**src/rtl/mem_bus_arbiter_pkg.sv**
```systemverilog
// Shared types for the fetch/load-store bus arbiter: FSM states, source select
// and the issue-priority helper.
package mem_bus_arbiter_pkg;

  typedef enum logic [1:0] {
    ARB_IDLE = 2'd0,
    ARB_ADDR = 2'd1,
    ARB_DATA = 2'd2
  } arbState_t;

  typedef enum logic {
    ARB_SRC_INST = 1'b0,
    ARB_SRC_DATA = 1'b1
  } arbSrc_t;

  // Only meaningful when at least one port is eligible.
  function automatic arbSrc_t pickSrc(input logic dataFirst, input logic instElig,
                                      input logic dataElig);
    return (dataElig && (dataFirst || !instElig)) ? ARB_SRC_DATA : ARB_SRC_INST;
  endfunction

endpackage

```
**src/rtl/mem_bus_arbiter_resp_slot.sv**
```systemverilog
// Per-port response slot: done flag, captured read data and the abandon flag
// that discards the result of a redirected request.
module arb_resp_slot
  import mem_bus_arbiter_pkg::*;
(
  input  logic        clk,
  input  logic        rst,
  input  logic        active,
  input  logic        abandonCond,
  input  logic        complete,
  input  logic        clearAbandon,
  input  logic        isRead,
  input  logic [31:0] busRdata,
  input  logic        pipe_stall,
  output logic        done,
  output logic [31:0] rdata
);

  logic abandon;
  logic discard;

  // A redirect seen in the completing cycle also discards the result.
  assign discard = abandon | (active & abandonCond);

  always_ff @(posedge clk or posedge rst) begin
    if (rst) begin
      done    <= 1'b0;
      rdata   <= '0;
      abandon <= 1'b0;
    end else begin
      if (complete && !discard) begin
        done <= 1'b1;
        if (isRead) rdata <= busRdata;
      end else if (done && !pipe_stall) begin
        done <= 1'b0;
      end

      if (clearAbandon)              abandon <= 1'b0;
      else if (active && abandonCond) abandon <= 1'b1;
    end
  end

endmodule

```
**src/rtl/mem_bus_arbiter.sv**
```systemverilog
// Shares one SRAM-like bus between the fetch and load/store ports, one
// transaction at a time, holding results until the pipeline advances.
module mem_bus_arbiter
  import mem_bus_arbiter_pkg::*;
#(
  parameter logic DATA_FIRST = 1'b1
) (
  input  logic        clk,
  input  logic        rst,
  input  logic        inst_req,
  input  logic [31:0] inst_addr,
  output logic [31:0] inst_rdata,
  output logic        i_stall,
  input  logic        data_req,
  input  logic        data_wr,
  input  logic [3:0]  data_wstrb,
  input  logic [31:0] data_addr,
  input  logic [31:0] data_wdata,
  output logic [31:0] data_rdata,
  output logic        d_stall,
  input  logic        pipe_stall,
  output logic        bus_req,
  output logic        bus_wr,
  output logic [3:0]  bus_wstrb,
  output logic [31:0] bus_addr,
  output logic [31:0] bus_wdata,
  input  logic        bus_addr_ok,
  input  logic        bus_data_ok,
  input  logic [31:0] bus_rdata
);

  arbState_t state;
  arbSrc_t   src;
  logic      instDone, dataDone;
  logic      instElig, dataElig;
  logic      busy, busDone;
  arbSrc_t   nextSrc;

  assign instElig = inst_req & ~instDone;
  assign dataElig = data_req & ~dataDone;
  assign i_stall  = inst_req & ~instDone;
  assign d_stall  = data_req & ~dataDone;
  assign busy     = (state != ARB_IDLE);
  assign busDone  = (state == ARB_DATA) & bus_data_ok;
  assign nextSrc  = pickSrc(DATA_FIRST, instElig, dataElig);

  always_ff @(posedge clk or posedge rst) begin
    if (rst) begin
      state     <= ARB_IDLE;
      src       <= ARB_SRC_INST;
      bus_req   <= 1'b0;
      bus_wr    <= 1'b0;
      bus_wstrb <= '0;
      bus_addr  <= '0;
      bus_wdata <= '0;
    end else begin
      case (state)
        ARB_IDLE: begin
          if (instElig || dataElig) begin
            src     <= nextSrc;
            bus_req <= 1'b1;
            state   <= ARB_ADDR;
            if (nextSrc == ARB_SRC_DATA) begin
              bus_wr    <= data_wr;
              bus_wstrb <= data_wr ? data_wstrb : 4'b0000;
              bus_addr  <= data_addr;
              bus_wdata <= data_wdata;
            end else begin
              bus_wr    <= 1'b0;
              bus_wstrb <= 4'b0000;
              bus_addr  <= inst_addr;
              bus_wdata <= '0;
            end
          end
        end
        ARB_ADDR: begin
          if (bus_addr_ok) begin
            bus_req <= 1'b0;
            state   <= ARB_DATA;
          end
        end
        ARB_DATA: begin
          if (bus_data_ok) state <= ARB_IDLE;
        end
        default: begin
          bus_req <= 1'b0;
          state   <= ARB_IDLE;
        end
      endcase
    end
  end

  arb_resp_slot uInstSlot (
    .clk          (clk),
    .rst          (rst),
    .active       (busy && src == ARB_SRC_INST),
    .abandonCond  (~inst_req | (inst_addr != bus_addr)),
    .complete     (busDone && src == ARB_SRC_INST),
    .clearAbandon (busDone),
    .isRead       (~bus_wr),
    .busRdata     (bus_rdata),
    .pipe_stall   (pipe_stall),
    .done         (instDone),
    .rdata        (inst_rdata)
  );

  arb_resp_slot uDataSlot (
    .clk          (clk),
    .rst          (rst),
    .active       (busy && src == ARB_SRC_DATA),
    .abandonCond  (~data_req | (data_addr != bus_addr)),
    .complete     (busDone && src == ARB_SRC_DATA),
    .clearAbandon (busDone),
    .isRead       (~bus_wr),
    .busRdata     (bus_rdata),
    .pipe_stall   (pipe_stall),
    .done         (dataDone),
    .rdata        (data_rdata)
  );

endmodule

```
**config.mk**
```make
export PLATFORM = sky130hd
export DESIGN_NAME = mem_bus_arbiter
export DESIGN_NICKNAME = d
export VERILOG_FILES = /design/src/rtl/mem_bus_arbiter_pkg.sv /design/src/rtl/mem_bus_arbiter_resp_slot.sv /design/src/rtl/mem_bus_arbiter.sv
export SDC_FILE = /design/constraint.sdc
export NUM_CORES = 1
export LEC_CHECK = 0
export BUFFER_PORTS_ARGS = -buffer_cell sky130_fd_sc_hd__clkbuf_2
export CAP_MARGIN = 20
export CELL_PAD_IN_SITES_DETAIL_PLACEMENT = 0
export CELL_PAD_IN_SITES_GLOBAL_PLACEMENT = 2
export CORE_MARGIN = 2
export CORE_UTILIZATION = 32
export CTS_CLUSTER_DIAMETER = 100
export DETAILED_ROUTE_END_ITERATION = 7
export GPL_TIMING_DRIVEN = 0
export PLACE_DENSITY_LB_ADDON = 0.1
export SYNTH_ARGS = -nofsm -noshare
export SYNTH_HDL_FRONTEND = slang
export SYNTH_SLANG_ARGS = --single-unit
export TNS_END_PERCENT = 30
```
**constraint.sdc**
```tcl
create_clock -name clk -period 7 [get_ports clk]
set_input_delay 1.4 -clock clk [delete_from_list [all_inputs] [get_ports clk]]
set_output_delay 1.4 -clock clk [all_outputs]
set_load 0.01 [all_outputs]
```
==> results.ini, run 1 <==
[floorplanning]
dieArea_mm2 = 0.02122
io_pins = 276
core_area_mm2 = 0.01959
die_width_um = 145.7
rows = 51
initial_core_util_pct = 32.78
die_h_um = 145.7

[placement]
numPortBuffers = 275
gp_congestion = 0.7945
place_hpwl_mm = 14.99
pre_cts_ws_ps = 2480
placed_area_mm2 = 0.008162

[global_routing]
antenna_found_initial = 0
grt_pass1_wl_mm = 31.51
grt_max_degree = 86
grt_usage_pct = 18.99
grt_pass1_vias = 5507
grt-ovfl-total = 0

[drt]
drc = 0
drt-vias-per-instance = 4.700
drt_iter0_markers = 189
routed_wl_mm = 19.80
num_vias = 5071
ant_nets = 0
routedWlPerCell_um = 18.35
dr.pass1.iters = 5

[layout]
register_area_mm2 = 0.003528
synthToLayoutAreaGrowth_pct = 36.75
drive_gt1_share_pct = 47.11
multiInputGateArea_mm2 = 0.002710
nNetsFinal = 941
final_cell_area_mm2 = 0.008781
nFillCells = 1907

[cts]
cts_tree = built
cts_setup_buffers = 0
clkSinkCount = 141
clk_latency_ps = 410
clkTransAtPathRegs_ps = 60
cts_htree_levels = 4
post_cts_resized = 0
cts_buffers = 17
cts-hold-fix-buffers = 0
ctsRootBufferMaster = clkbuf_16
cts_buffer_depth = 2

[power_and_ir_drop]
p_total_mw = 3.159
irDropWorstVdd_mv = 0.1939
leakagePower_nw = 4.604
powerDensity_mw_per_mm2 = 359.8

[setup_path]
endpoint_kind = primary output
path_max_fanout = 10
worstSetupStartpointType = input port
path_class = input port to primary output
required_ps = 5600
arrival_ps = 3080
crit_chain = clkbuf_2, nor2b_1, buf_1, clkbuf_1, clkbuf_2
cpMostUsedCell = clkbuf_2
critPathMaxStageDelay_ps = 560
critical-path-slowest-cell = buf_1
crit_buf_inv = 4
cp_top_family = buffers and inverters

[sta]
setup_viol = 0
finalMaxSlewViolations = 0
finalHoldViolations = 0
slew-limit-headroom_pct = 37.09
layout_min_cycle_time_ps = 4479
rsz0062_at_grt = false
fmax_ghz = 0.2233
finalClockSkew_ps = 11.51
tightest_slew_ps = 943.7
fin_tns_setup_ps = 0
timing.final.ws_setup_ps = 2521
period_share_pct = 63.99

[yosys]
syn-instance-count = 506
synth_area_mm2 = 0.006421
yosysTopAreaCellShare_pct = 54.95
async_reset_ff_share_pct = 100.0
synthDistinctLibCells = 42
syn_nets = 646
yosys.area.top_type = dfrtp_1
synth_ff_type = dfrtp_1
yosysSeqAreaShare_pct = 54.95
synth_edf_count = 0
ys.warnings.count = 0
ys_top_cells_by_area = dfrtp_1 (55%), mux2_4 (7.0%), mux2_2 (5.4%)
ys_ff_latch = 141
synth.avg_cell_area_um2 = 12.69

[min_path]
hold_class = flip-flop to flip-flop

[run_status]
outcome = completed

[job]
maxCapViolations = 0

[registers in the layout, summed over array words and instances (netlist names)]
signal,count
state,2
uInstSlot.done,1
bus_addr,32
uDataSlot.done,1
uDataSlot.rdata,32
uInstSlot.abandon,1
uDataSlot.abandon,1
uInstSlot.rdata,32
bus_wr,1
bus_wstrb,4
bus_wdata,32
src,1
bus_req,1
[worst register-to-register path: cells and delay by family, from the launching register on]
| kind | cells | cell delay, ps |
|---|---|---|
| mux | 1 | 320 |
| simple gates | 3 | 1470 |
| xor+xnor | 1 | 160 |
| buf+inv | 1 | 250 |
| flops | 1 | 420 |
[cell usage in the layout, fill, tap and decap left out, types with 13 or more instances in the layout]
master,instances
o21ai_0,34
dfrtp_1,141
mux2i_1,28
mux2_4,30
xnor2_1,33
mux2_2,31
nand2_1,38
clkbuf_16,17
clkbuf_2,275
nor2b_1,13
a22o_1,33
clkbuf_1,17
xor2_1,18
[per-layer routing]
metal | wire, um | vias up | track usage, %
li1 | - | 2396 | -
met1 | 8981 | 2491 | 24.97
met4 | 84 | 0 | 3.235
met3 | 1349 | 7 | 6.301
met5 | 0 | - | 0
met2 | 9388 | 177 | 31.09
[Yosys cell counts (4+ instances only)]
cell,count
dfrtp_1,141
nand2_1,38
o21ai_0,34
a22o_1,33
xnor2_1,33
mux2_2,31
mux2_4,30
mux2i_1,28
xor2_1,18
clkbuf_1,16
nor2b_1,13
inv_1,9
nor2_1,8
nor4_1,8
a21oi_1,7
nand4_1,7
nand3_1,5
a32o_1,4
buf_1,4
nand2b_1,4
[final timing paths]
| kind | startpoint | slack (ps) | cells after the start | endpoint |
|---|---|---|---|---|
| max in group asynchronous | rst | 5150 | 3 | uDataSlot.rdata[19] |
| worst max-delay path | data_req | 2520 | 5 | d_stall |
| worst min-delay path | uDataSlot.done | 480 | 1 | uDataSlot.done |
| min in group asynchronous | rst | 1030 | 2 | uInstSlot.rdata[2] |
| worst max register to register | bus_addr[14] | 4260 | 6 | uDataSlot.rdata[19] |
| worst min register to register | uDataSlot.done | 480 | 1 | uDataSlot.done |
[power breakdown]
group / internal, mW / leakage (nW) / switching, mW
Sequential: 1.01 / 1.86 / 0.203
Combinational: 0.431 / 2.44 / 0.548
Clock: 0.598 / 0.305 / 0.367
Total: 2.04 / 4.60 / 1.12
[layout make-up]
type / instances / share of cell area [%]
antenna: 1 / 0.02850
tap: 265 / 3.776
inverter: 11 / 0.5272
clock buffer: 18 / 4.887
buffer: 26 / 1.610
timing repair buffer: 276 / 15.99
sequential: 141 / 40.18
clock inverter: 13 / 2.137
multi-input combinational: 328 / 30.86
[logic make-up after synthesis]
| kind of cell | synth area share [%] |
|---|---|
| AO/OA/AOI/OAI | 10.42 |
| XOR/XNOR | 6.956 |
| buffers and inverters | 2.845 |
| multiplexers | 17.34 |
| flip-flops | 54.95 |
| AND/OR/NAND/NOR | 7.483 |
[through the flow]
stage	util [%]	hold slack, ps	std cells
finish	44.82	475.9	1079
global route	44.81	500.8	1078
CTS	44.81	479.3	1078
detailed placement	41.66	466.6	1047
global placement	41.50	460.9	1046
floorplan	-	447.9	506
(Power assumes the default switching activity.)
==> run 2: changes to the inputs <==
Settings changed: ABC_AREA set to 1, CORE_UTILIZATION 32 to 27.
Clock period 7 ns to 4.5 ns, I/O delays scaled along.
==> run 2 against run 1 <==
Against the previous run:
- critical path depth is 1 higher
- sequential power rose by 74%
- largest power group is now combinational logic
- design area grew 8.1%
- via count up 32%
- setup slack got worse by 1100 ps
- register-to-register slack got worse by 1800 ps
- area after synthesis rose by 9.1%
==> results.ini, run 2 <==
[run_status]
outcome = completed

[setup_path]
crit_buf_inv = 5
path_class = input port to primary output
path_max_fanout = 10
required_ps = 3600
critical-path-slowest-cell = buf_1
cpMostUsedCell = clkbuf_2
crit_chain = clkbuf_2, inv_1, nor2_1, buf_2, buf_1, clkbuf_2
critPathMaxStageDelay_ps = 470
worstSetupStartpointType = input port
arrival_ps = 2200
cp_top_family = buffers and inverters
endpoint_kind = primary output

[layout]
final_cell_area_mm2 = 0.009494
final_common_cell = nand2_1
n_antenna_cell = 0
multiInputGateArea_mm2 = 0.002831
synthToLayoutAreaGrowth_pct = 35.48
register_area_mm2 = 0.003528
layout_common_cells = nand2_1 (289), clkbuf_2 (275), dfrtp_1 (141)
nNetsFinal = 1267
nFillCells = 2700
drive_gt1_share_pct = 33.16

[placement]
numPortBuffers = 275
gp_congestion = 0.7926
place_hpwl_mm = 18.89
placed_area_mm2 = 0.008881

[yosys]
ys.warnings.count = 0
yosys.area.top_type = dfrtp_1
ys_top_cells_by_area = dfrtp_1 (50%), nand2_1 (15%), nand4_1 (5.8%)
syn_nets = 969
syn-instance-count = 829
yosysTopAreaCellShare_pct = 50.35
synthDistinctLibCells = 31
yosysMostFrequentCell = nand2_1
synth_edf_count = 0
synth_area_mm2 = 0.007008
yosysSeqAreaShare_pct = 50.35
async_reset_ff_share_pct = 100.0
ys_top_cells_by_count = nand2_1 (289), dfrtp_1 (141), inv_1 (75)
ys_ff_latch = 141
synth.avg_cell_area_um2 = 8.454
synth_ff_type = dfrtp_1

[drt]
ant_nets = 0
drt-vias-per-instance = 4.542
routed_wl_mm = 24.91
dr.pass1.iters = 4
num_vias = 6677
routedWlPerCell_um = 16.95
drt_iter0_markers = 377
drc = 0

[floorplanning]
core_area_mm2 = 0.02533
dieArea_mm2 = 0.02726
io_pins = 276
rows = 58
die_width_um = 165.1
initial_core_util_pct = 27.67
die_h_um = 165.1

[sta]
finalMaxSlewViolations = 0
finalHoldViolations = 0
layout_min_cycle_time_ps = 3104
finalClockSkew_ps = 13.64
slew-limit-headroom_pct = 53.31
period_share_pct = 68.97
tightest_slew_ps = 698.9
fmax_ghz = 0.3222
setup_viol = 0
fin_tns_setup_ps = 0
rsz0062_at_grt = false

[cts]
clk_latency_ps = 430
cts_tree = built
cts_buffer_depth = 2
cts_buffers = 17
post_cts_resized = 0
clkTransAtPathRegs_ps = 70
cts_htree_levels = 4
cts_setup_buffers = 0
ctsRootBufferMaster = clkbuf_16
cts-hold-fix-buffers = 0
clkSinkCount = 141

[job]
maxCapViolations = 0

[global_routing]
grt-ovfl-total = 0
grt_max_degree = 33
grt_pass1_vias = 6743
grt_pass1_wl_mm = 38.52
antenna_found_initial = 2
grt_usage_pct = 18.64

[power_and_ir_drop]
powerDensity_mw_per_mm2 = 641.3
leakagePower_nw = 5.261
irDropWorstVdd_mv = 0.2158

[min_path]
hold_class = flip-flop to flip-flop

[run 2: cell count changes in the layout (fill, tap and decap cells not counted), moves of 10 or more]
cell / change
nand2_1: +251
inv_1: +66
nand4_1: +58
mux2_2: -31
mux2_4: -30
nor2_1: +30
mux2i_1: -28
o211ai_1: +26
xnor2_1: -19
buf_2: +15
buf_6: +13
nor2b_1: -13
xor2_1: -13
inv_2: +10
[run 2: cells by family (layout without fill, tap and decap cells)]
logic type	after synthesis	in the layout	synth area share, %
buffers and inverters	134	445	9.248
xor gates and xnor gates	19	19	2.375
AOI/OAI and AO/OA	121	121	12.07
and+or+nand+nor	414	414	25.96
DFF	141	141	50.35
[run 2: layer usage]
layer	wire length [um]	vias up	track usage, %
li1	-	3331	-
met1	11570	3122	25.84
met2	11160	201	28.64
met3	1829	21	5.345
met4	343	2	4.664
met5	13	-	0
[run 2: final timing paths]
kind / start / endpoint / slack, ps / cells past startpoint
max: data_req / d_stall / 1400 / 6
min: uDataSlot.rdata[16] / uDataSlot.rdata[16] / 480 / 2
max reg2reg: uDataSlot.done / bus_addr[0] / 2430 / 9
min reg2reg: uDataSlot.rdata[16] / uDataSlot.rdata[16] / 480 / 2
max in group asynchronous: rst / bus_addr[26] / 2880 / 5
min in group asynchronous: rst / uDataSlot.rdata[26] / 570 / 2
[run 2: report_power, final]
part,leakage (nW),internal (mW),total (mW),switching [mW]
Sequential,1.83,1.76,2.12,0.368
Clock,0.299,0.857,1.50,0.648
Combinational,3.13,0.957,2.46,1.50
Total,5.26,3.57,6.09,2.52
[run 2: stage by stage]
stage	hold slack (ps)	instances	util, %	power, mW	setup slack [ps]
floorplan	444.1	829	-	3.581	1837
global placement	461.2	1434	34.75	4.655	544.0
detailed placement	465.3	1438	35.07	4.654	1415
CTS	485.0	1470	37.49	6.195	1402
global route	496.0	1470	37.49	6.570	1327
finish	480.1	1470	37.49	6.089	1396
[run 2: area by class of cell]
type,count,area share (%)
Buffer,47,3.387
Clock buffer,18,4.626
Multi-Input combinational cell,554,29.82
Timing Repair Buffer,279,15.34
Inverter,87,3.479
Tap cell,330,4.349
Clock inverter,14,1.832
Sequential cell,141,37.16
[run 2: worst min-delay path: cells and delay by family (launching register included)]
family	cells	cell delay, ps
simple gates	2	100
flops	1	340
